## src/rtl/ascii_num_parser_if.sv

```systemverilog
// Bus bundle between the parser, its character buffer read port and the
// downstream integer consumer; clk/rst stay plain ports on the modules.
interface ascii_num_parser_if #(
  parameter int unsigned MAX_PAYLOAD = 2048,
  parameter int unsigned DATA_WIDTH  = 32
);
  localparam int unsigned AW = $clog2(MAX_PAYLOAD);

  logic                  start;
  logic [15:0]           buffer_length;
  logic [AW-1:0]         rd_addr;
  logic [7:0]            rd_data;
  logic [DATA_WIDTH-1:0] num_data;
  logic                  num_valid;
  logic                  num_ready;
  logic [15:0]           num_count;
  logic                  busy;
  logic                  done;
  logic                  error;

  // Parser side
  modport master (
    input  start, buffer_length, rd_data, num_ready,
    output rd_addr, num_data, num_valid, num_count, busy, done, error
  );

  // Environment side: controller, char buffer and integer consumer
  modport slave (
    output start, buffer_length, rd_data, num_ready,
    input  rd_addr, num_data, num_valid, num_count, busy, done, error
  );
endinterface

```

## src/rtl/ascii_num_parser.sv

```systemverilog
// Walks a validated character buffer (digits, ' ', '-') and streams each
// space-separated signed decimal token out as a two's-complement integer.
module ascii_num_parser #(
  parameter int unsigned MAX_PAYLOAD = 2048,
  parameter int unsigned DATA_WIDTH  = 32
) (
  input  logic               clk,
  input  logic               rst,
  ascii_num_parser_if.master bus
);
  localparam int unsigned AW = $clog2(MAX_PAYLOAD);
  localparam int unsigned MW = DATA_WIDTH + 1;
  localparam int unsigned PW = DATA_WIDTH + 5;

  typedef enum logic [2:0] {
    S_IDLE,
    S_READ,
    S_PROC,
    S_EMIT,
    S_FINISH
  } state_e;

  state_e                state_q, state_d;
  logic [15:0]           len_q, len_d;
  logic [15:0]           idx_q, idx_d;
  logic [MW-1:0]         mag_q, mag_d;
  logic                  neg_q, neg_d;
  logic                  in_tok_q, in_tok_d;
  logic                  last_q, last_d;
  logic [AW-1:0]         rd_addr_q, rd_addr_d;
  logic [DATA_WIDTH-1:0] num_data_q, num_data_d;
  logic                  num_valid_q, num_valid_d;
  logic [15:0]           num_count_q, num_count_d;
  logic                  busy_q, busy_d;
  logic                  done_q, done_d;
  logic                  error_q, error_d;

  logic [PW-1:0]         prod;
  logic [PW-1:0]         limit;
  logic                  is_digit;
  logic                  is_minus;
  logic                  is_space;
  logic                  is_nul;
  logic                  eod;
  logic                  fail;
  logic                  emit;

  // Accumulate in a wider product so overflow is detected rather than wrapped
  assign prod     = PW'(mag_q) * PW'(10) + PW'(bus.rd_data[3:0]);
  assign limit    = (PW'(1) << (DATA_WIDTH - 1)) - PW'(!neg_q);
  assign is_digit = (bus.rd_data >= 8'h30) && (bus.rd_data <= 8'h39);
  assign is_minus = (bus.rd_data == 8'h2d);
  assign is_space = (bus.rd_data == 8'h20);
  assign is_nul   = (bus.rd_data == 8'h00);
  assign eod      = (({1'b0, idx_q} + 17'd1) == {1'b0, len_q});

  always_comb begin
    state_d     = state_q;
    len_d       = len_q;
    idx_d       = idx_q;
    mag_d       = mag_q;
    neg_d       = neg_q;
    in_tok_d    = in_tok_q;
    last_d      = last_q;
    num_data_d  = num_data_q;
    num_valid_d = num_valid_q;
    num_count_d = num_count_q;
    busy_d      = busy_q;
    done_d      = done_q;
    error_d     = error_q;
    fail        = 1'b0;
    emit        = 1'b0;

    case (state_q)
      S_IDLE: begin
        if (bus.start) begin
          len_d       = bus.buffer_length;
          idx_d       = 16'd0;
          mag_d       = '0;
          neg_d       = 1'b0;
          in_tok_d    = 1'b0;
          last_d      = 1'b0;
          num_count_d = 16'd0;
          done_d      = 1'b0;
          error_d     = 1'b0;
          busy_d      = 1'b1;
          state_d     = (bus.buffer_length == 16'd0) ? S_FINISH : S_READ;
        end
      end

      S_READ: state_d = S_PROC;

      // rd_data now holds the character at idx_q
      S_PROC: begin
        idx_d   = idx_q + 16'd1;
        state_d = S_READ;
        if (is_digit) begin
          if (prod > limit) begin
            fail = 1'b1;
          end else begin
            mag_d    = MW'(prod);
            in_tok_d = 1'b1;
            if (eod) begin
              emit   = 1'b1;
              last_d = 1'b1;
            end
          end
        end else if (is_minus) begin
          if (in_tok_q || neg_q || eod) fail = 1'b1;
          else                          neg_d = 1'b1;
        end else if (is_space) begin
          if (in_tok_q) begin
            emit   = 1'b1;
            last_d = eod;
          end else if (neg_q) begin
            fail = 1'b1;
          end else if (eod) begin
            state_d = S_FINISH;
          end
        end else if (is_nul) begin
          if (in_tok_q) begin
            emit   = 1'b1;
            last_d = 1'b1;
          end else if (neg_q) begin
            fail = 1'b1;
          end else begin
            state_d = S_FINISH;
          end
        end else begin
          fail = 1'b1;
        end
      end

      S_EMIT: begin
        if (num_valid_q && bus.num_ready) begin
          num_valid_d = 1'b0;
          num_count_d = num_count_q + 16'd1;
          mag_d       = '0;
          neg_d       = 1'b0;
          in_tok_d    = 1'b0;
          state_d     = last_q ? S_FINISH : S_READ;
        end
      end

      S_FINISH: state_d = S_IDLE;

      default: state_d = S_IDLE;
    endcase

    if (emit) begin
      state_d     = S_EMIT;
      num_valid_d = 1'b1;
      num_data_d  = neg_d ? DATA_WIDTH'(-mag_d) : DATA_WIDTH'(mag_d);
    end

    // Partial token is simply dropped; emitted integers stand
    if (fail) begin
      error_d = 1'b1;
      state_d = S_FINISH;
    end

    if ((state_d == S_FINISH) && (state_q != S_FINISH)) begin
      done_d = 1'b1;
      busy_d = 1'b0;
    end

    // Address tracks idx so the READ cycle presents it to the 1-cycle buffer
    rd_addr_d = AW'(idx_d);
  end

  always_ff @(posedge clk) begin
    if (rst) begin
      state_q     <= S_IDLE;
      len_q       <= 16'd0;
      idx_q       <= 16'd0;
      mag_q       <= '0;
      neg_q       <= 1'b0;
      in_tok_q    <= 1'b0;
      last_q      <= 1'b0;
      rd_addr_q   <= '0;
      num_data_q  <= '0;
      num_valid_q <= 1'b0;
      num_count_q <= 16'd0;
      busy_q      <= 1'b0;
      done_q      <= 1'b0;
      error_q     <= 1'b0;
    end else begin
      state_q     <= state_d;
      len_q       <= len_d;
      idx_q       <= idx_d;
      mag_q       <= mag_d;
      neg_q       <= neg_d;
      in_tok_q    <= in_tok_d;
      last_q      <= last_d;
      rd_addr_q   <= rd_addr_d;
      num_data_q  <= num_data_d;
      num_valid_q <= num_valid_d;
      num_count_q <= num_count_d;
      busy_q      <= busy_d;
      done_q      <= done_d;
      error_q     <= error_d;
    end
  end

  assign bus.rd_addr   = rd_addr_q;
  assign bus.num_data  = num_data_q;
  assign bus.num_valid = num_valid_q;
  assign bus.num_count = num_count_q;
  assign bus.busy      = busy_q;
  assign bus.done      = done_q;
  assign bus.error     = error_q;

endmodule
```

## src/flat_wrapper.sv

```systemverilog
// flat-port wrapper written by rule: the top's interface ports become plain ports
module ascii_num_parser_flat 
#(
  parameter int unsigned MAX_PAYLOAD = 2048,
  parameter int unsigned DATA_WIDTH  = 32
)
  (clk, rst, bus_start, bus_buffer_length, bus_rd_data, bus_num_ready, bus_rd_addr, bus_num_data, bus_num_valid, bus_num_count, bus_busy, bus_done, bus_error);
  ascii_num_parser_if #(.MAX_PAYLOAD(MAX_PAYLOAD), .DATA_WIDTH(DATA_WIDTH)) bus_i ();
  input  logic clk;
  input  logic rst;
  input wire logic [$bits(bus_i.start)-1:0] bus_start;
  input wire logic [$bits(bus_i.buffer_length)-1:0] bus_buffer_length;
  input wire logic [$bits(bus_i.rd_data)-1:0] bus_rd_data;
  input wire logic [$bits(bus_i.num_ready)-1:0] bus_num_ready;
  output wire logic [$bits(bus_i.rd_addr)-1:0] bus_rd_addr;
  output wire logic [$bits(bus_i.num_data)-1:0] bus_num_data;
  output wire logic [$bits(bus_i.num_valid)-1:0] bus_num_valid;
  output wire logic [$bits(bus_i.num_count)-1:0] bus_num_count;
  output wire logic [$bits(bus_i.busy)-1:0] bus_busy;
  output wire logic [$bits(bus_i.done)-1:0] bus_done;
  output wire logic [$bits(bus_i.error)-1:0] bus_error;
  assign bus_i.start = bus_start;
  assign bus_i.buffer_length = bus_buffer_length;
  assign bus_i.rd_data = bus_rd_data;
  assign bus_i.num_ready = bus_num_ready;
  assign bus_rd_addr = bus_i.rd_addr;
  assign bus_num_data = bus_i.num_data;
  assign bus_num_valid = bus_i.num_valid;
  assign bus_num_count = bus_i.num_count;
  assign bus_busy = bus_i.busy;
  assign bus_done = bus_i.done;
  assign bus_error = bus_i.error;
  ascii_num_parser #(.MAX_PAYLOAD(MAX_PAYLOAD), .DATA_WIDTH(DATA_WIDTH)) u_core (.clk(clk), .rst(rst), .bus(bus_i));
endmodule
```

## config.mk

```make
export PLATFORM = sky130hd
export DESIGN_NAME = ascii_num_parser_flat
export DESIGN_NICKNAME = d
export VERILOG_FILES = /design/src/rtl/ascii_num_parser_if.sv /design/src/rtl/ascii_num_parser.sv /design/src/flat_wrapper.sv
export SDC_FILE = /design/constraint.sdc
export NUM_CORES = 1
export LEC_CHECK = 0
export ABC_AREA = 1
export CAP_MARGIN = 20
export CORE_MARGIN = 2
export CORE_UTILIZATION = 55
export CTS_BUF_LIST = sky130_fd_sc_hd__clkbuf_8 sky130_fd_sc_hd__clkbuf_16
export DETAILED_ROUTE_END_ITERATION = 8
export PLACE_DENSITY = 0.81
export SLEW_MARGIN = 20
export SYNTH_ARGS = -nofsm -noshare
export SYNTH_HDL_FRONTEND = slang
export SYNTH_SLANG_ARGS = --single-unit
```

## constraint.sdc

```tcl
create_clock -name clk -period 7.3 [get_ports clk]
set_clock_uncertainty 0.2 [all_clocks]
set_input_delay 1.46 -clock clk [delete_from_list [all_inputs] [get_ports clk]]
set_output_delay 1.46 -clock clk [all_outputs]
set_load 0.005 [all_outputs]
```

Yosys cells after proc, flatten, opt, wreduce, memory -nomap -nowiden
Cells that the tools add are included.
Widths: inputs -> output; s select.

cells by class
  add/sub/neg operators = 6
  muxes and demuxes = 68
  magnitude comparators = 3
  equal/unequal tests = 17
  reductions and logical operators = 27
  $mul = 1

operators by type and width
  operator               number
  $mux 33                4
  $pmux 33 s3            1
  $pmux 16 s2            2
  $mux 3                 15
  $mux 1                 39
  $add 37x4->37          1
  $gt 37x37->1           1
  $mul 33x3->36 const B  1
  $sub 32x1->33 const A  1
  $add 16x1->16 const B  2
  $mux 16                2
  $mux 32                1
  $neg 32->32            1
  $add 16x1->17 const B  1
  $eq 17x16->1           1
  $eq 8x6->1 const B     2
  $logic_not 16->1       1
  $reduce_bool 2->1      8
  $pmux 3 s4             1
  $reduce_and 2->1       5
  $ne 3x3->1 const B     3
  $ge 8x6->1 const B     1
  $le 8x6->1 const B     1
  $logic_not 8->1        1
  19 further kinds       26

word-level totals
  register bits = 123
  logic and storage cells = 136
  input port bits = 28

Depth between registers and ports, before layout
  depth in word-level cells = 15
  gate-level depth with buffers = 51

Worst setup path before layout
OpenSTA, ideal clock, no wires.

  kind = input -> register
  start = input bus_rd_data[1]
  end = register u_core.num_data_q[12], in the netlist u_core.bus.num_data[12]
  stages on the path = 40
  arrival = 6,018 ps
  setup slack = 974 ps
  data required time = 6,991 ps
  cells stage by stage = ha_1 fa_1 nand2_1 nand2_1 nand2_1 nor2_1 nand3_1 nor2_1 nand2_1 nor2_2 nand4_1 nor2_2 nand3_1 nor3_1 or2_2 nand2_1 inv_1 ha_1 [4 not listed] nand2_1 nand3_1 nor2_4 nand3_2 buf_6 nor2_1 o21ai_1 inv_2 ha_1 nand3_1 nor2_4 nand2_1 nand2_1 nand2_1 a21oi_1 o21ai_1 nand2_1 inv_1

on the way
  longest elaborated chain between the ends = 7
  elaborated cells between the ends (all ways) = 22
  those cells by class = add/sub: 2; order compare: 3; eq/ne: 2; mux: 13; reduce/logical: 2

ends and longest elaborated chain
  item                  line                     RTL
  start, declared       flat_wrapper.sv:13       input wire logic [$bits(bus_i.rd_data)-1:0] bus_rd_data;
  $add 37x4->37         ascii_num_parser.sv:49   assign prod = PW'(mag_q) * PW'(10) + PW'(bus.rd_data[3:0]);
  $gt 37x37->1          ascii_num_parser.sv:98   if (prod > limit) begin
  $mux 33               ascii_num_parser.sv:98
  $mux 33               ascii_num_parser.sv:97   if (is_digit) begin
  $pmux 33 s3           ascii_num_parser.sv:74   case (state_q)
  $neg 32->32           ascii_num_parser.sv:153  num_data_d = neg_d ? DATA_WIDTH'(-mag_d) : DATA_WIDTH'(mag_d);
  $mux 32               ascii_num_parser.sv:153
  end signal, assigned  ascii_num_parser.sv:196  num_data_q <= num_data_d;
  end, declared         ascii_num_parser.sv:31   logic [DATA_WIDTH-1:0] num_data_q, num_data_d;

Several ways; a longest one is shown, not always the timed one.
A chain may end at the register's enable or synchronous reset.

Final worst setup path
  start = register u_core.mag_q[3]
  end = register u_core.num_data_q[24], in the netlist u_core.bus.num_data[24]

on the way
  longest elaborated chain between the ends = 8
  elaborated cells between the ends (all ways) = 13
  those cells by class = add/sub: 2; mul: 1; order compare: 1; mux: 9

ends and longest elaborated chain
  item                    line                     RTL
  start, declared         ascii_num_parser.sv:26   logic [MW-1:0] mag_q, mag_d;
  start signal, assigned  ascii_num_parser.sv:191  mag_q <= mag_d;
  $mul 33x3->36           ascii_num_parser.sv:49
  $add 37x4->37           ascii_num_parser.sv:49
  $gt 37x37->1            ascii_num_parser.sv:98
  $mux 33                 ascii_num_parser.sv:98
  $mux 33                 ascii_num_parser.sv:97
  $pmux 33 s3             ascii_num_parser.sv:74
  $neg 32->32             ascii_num_parser.sv:153
  $mux 32                 ascii_num_parser.sv:153

Several ways; a longest one is shown, not always the timed one.

==> impl_metrics.ini <==
[cts]
hold_buffers = 0
h-tree-depth = 4
path_clk_slew_ps = 60
clk_latency_ps = 420
root_buffer = clkbuf_16
cts.sinks = 123
cts_made_buffers = 17
cts_tree = built
clockBufferDepth = 2

[timing]
max_slew_margin_pct = 39.8
fin_setup_tns_ps = 0
min_period_over_period_pct = 93.7
setup_viol = 0
final_max_slew_viol_count = 0
finalCriticalPeriod_ps = 6840
max_freq_mhz = 146
setup_ws_ps = 459
worst_slew_pin_slew_ps = 894
finalHoldViolCount = 0

[critical_path]
arrival_ps = 6950
slowest_delay_ps = 550
cp_slowest_cell = or4_4
rr_endpoint = u_core.bus.num_data[24]
worst_ep_required_time_ps = 7410
worstSetupEndpointType = register
rr_worst_depth = 40
rrSetupSlack_ps = 460
path_max_fanout = 9
path_class = reg2reg
worstSetupStartpointType = register
crit_top_cell = nand2_1
timing.rr.start = u_core.mag_q[3]

[synth]
ys_seq_elements = 123
synthArstFlopShare_pct = 0
synth.cell_area_um2 = 12300
synth_top_flop_cell = dfxtp_1
synth_warnings = 0
ys_seq_area_share_pct = 20.0
synth_edf_count = 0
synth_cell_types = 55
syn_inst = 2107
synth_nets = 2237
synth.avg_cell_area_um2 = 5.83

[pwr]
p_total_mw = 1.81
power.leakage_nw = 7.67
powerDensity_nw_per_um2 = 125
peakVddDrop_mv = 0.152

[routing]
viasPerCell = 5.56
drt_wl_total_mm = 39.4
initialDrtViolationCount = 1284
wl_per_cell_um = 15.8
drtPass1Iterations = 6
drc = 0
ant_nets = 0
via_count = 13900

[place]
place_ws_ps = -255
hpwl_mm = 30.6
place_area_um2 = 13500
place.gp.congestion = 0.998
place_inst = 2456
io_buffers = 90

[floorplan]
pin_count = 91
die_w_um = 153
row_count = 54
die_h_um = 153
core_area_um2 = 21900
die_area_um2 = 23500
start_util_pct = 56.1

[worst_hold_path]
min_from = u_core.bus.error
whs_path_depth = 2
min_to = u_core.bus.error
holdCritPathClass = reg2reg

[grt]
grt.total_usage_pct = 32.6
antenna_found_initial = 0
grt_pass1_wl_mm = 62.9
globalRoute.totalOverflow = 0
grt_pass1_vias = 12700
grt_max_degree = 57

[run]
drv_cap = 0

[final_layout]
final_area_um2 = 14500
drive_gt1_share_pct = 10.5
nets = 2336
fillerInstances = 2023
area_growth_pct = 18.0
finalNonFillerCells = 2498
diodes = 0

[status]
status = finished clean
[worst max path at each step]
stage | slack (ps) | endpoint | cells past startpoint | from
after floorplan | 970 | u_core.bus.num_data[12] | 40 | bus_rd_data[1]
after global placement | -90 | u_core.bus.num_data[23] | 42 | bus_rd_data[1]
after detailed placement | -250 | u_core.bus.num_data[23] | 42 | bus_rd_data[1]
after CTS | 150 | u_core.bus.num_data[12] | 41 | bus_rd_data[1]
after global routing | -70 | u_core.bus.num_data[14] | 41 | u_core.mag_q[3]
final | 460 | u_core.bus.num_data[24] | 40 | u_core.mag_q[3]
[power by group]
part	switching [mW]	total [mW]	internal, mW
combinational	0.162	0.249	0.0862
sequential	0.0132	0.703	0.690
clock	0.333	0.855	0.523
[what timing repair did]
item / CTS / global route
endpoints found under the setup margin: 0 / 30
setup buffers: 0 / 9
hold endpoints to repair: 0 / 0
gates resized for setup: 0 / 60
[per-stage QoR]
stage          utilization, %  hold slack (ps)
2_1_floorplan               -              241
3_3_place_gp             61.8              246
3_5_place_dp             61.8              257
4_1_cts                  64.5              271
5_1_grt                  66.2              299
6_report                 66.2              268
[cell usage in the layout, fill, tap and decap left out, types with 4 or more instances in the layout]
cell type	synthesis	layout
o21ai_0	94	93
nor3_1	20	18
nor2_2	18	25
o211ai_1	4	4
nand3b_1	5	5
nand3_2	6	11
inv_1	359	358
clkbuf_16	0	19
clkinvlp_4	0	4
nand4_1	55	55
nand2_2	29	39
nor2_4	12	16
buf_12	0	4
nor2_1	201	190
o21ai_1	9	10
xor2_2	1	6
inv_6	0	4
nand2_1	624	613
nor4_1	13	12
buf_4	13	36
xor2_1	29	24
dfxtp_1	123	123
clkdlybuf4s50_1	0	86
or2_2	13	13
a31oi_1	5	5
xnor2_1	4	4
a21oi_1	119	118
ha_1	100	97
nand3_1	148	141
nand2_4	6	7
inv_2	19	20
[cell usage after synthesis (3+ instances only)]
cell / count / share of area, %
nor2_2: 18 / 0.92
nand2_2: 29 / 1.5
nor2_1: 201 / 6.1
buf_4: 13 / 0.79
xor2_1: 29 / 2.1
nor2_4: 12 / 1.1
clkbuf_1: 28 / 0.86
nand2_1: 624 / 19
xnor2_1: 4 / 0.29
nand3b_1: 5 / 0.31
or2_2: 13 / 0.66
buf_6: 4 / 0.37
nor3_1: 20 / 0.82
nand2_4: 6 / 0.55
buf_2: 7 / 0.29
o21ai_1: 9 / 0.37
ha_1: 100 / 10
nand3_2: 6 / 0.49
o21ai_0: 94 / 3.8
inv_2: 19 / 0.58
o31ai_1: 3 / 0.18
a21oi_1: 119 / 4.8
nor4_1: 13 / 0.66
dfxtp_1: 123 / 20
and2_1: 3 / 0.15
inv_1: 359 / 11
a31oi_1: 5 / 0.25
o211ai_1: 4 / 0.24
nand3_1: 148 / 6.0
nand4_1: 55 / 2.8
[routing by layer]
| metal | vias to the layer above | global-route usage, % | part of all wire [%] |
|---|---|---|---|
| met5 | - | 0 | 0 |
| met4 | 0 | 13.5 | 4.4 |
| met2 | 593 | 54.0 | 46 |
| li1 | 6857 | - | - |
| met1 | 6310 | 42.4 | 42 |
| met3 | 118 | 4.62 | 8.1 |
[worst max-delay path: cells and delay by family (launching register included)]
kind | cells | cell delay (ps)
AND/OR/NAND/NOR | 30 | 4190
adder cells (fa/ha/maj) | 4 | 1250
flip-flops | 1 | 480
buffers and inverters | 4 | 420
AO/OA/AOI/OAI | 2 | 190
[sequential cells by signal (all words and copies together), names as in the netlist]
| name | cells |
|---|---|
| u_core.bus.busy | 1 |
| u_core.bus.done | 1 |
| u_core.bus.error | 1 |
| u_core.bus.num_count | 16 |
| u_core.bus.num_data | 32 |
| u_core.bus.num_valid | 1 |
| u_core.bus.rd_addr | 11 |
| u_core.idx_q | 5 |
| u_core.in_tok_q | 1 |
| u_core.last_q | 1 |
| u_core.len_q | 16 |
| u_core.mag_q | 33 |
| u_core.neg_q | 1 |
| u_core.state_q | 3 |
[kinds of logic after synthesis]
group | synth area share [%]
AO/OA/AOI/OAI | 11.0
XOR/XNOR | 2.49
adder cells (fa/ha/maj) | 10.5
buffers and inverters | 14.0
flip-flops | 20.0
AND/OR/NAND/NOR | 42.0
[layout make-up]
type / instances / area (µm²) / area share [%]
clock buffer: 19 / 453 / 3.12
clock inverter: 12 / 139 / 0.958
inverter: 380 / 1430 / 9.84
multi-input combinational: 1550 / 8340 / 57.5
sequential: 123 / 2460 / 17.0
tap: 280 / 350 / 2.42
timing repair buffer: 134 / 1330 / 9.15
(Power assumes the default switching activity.)
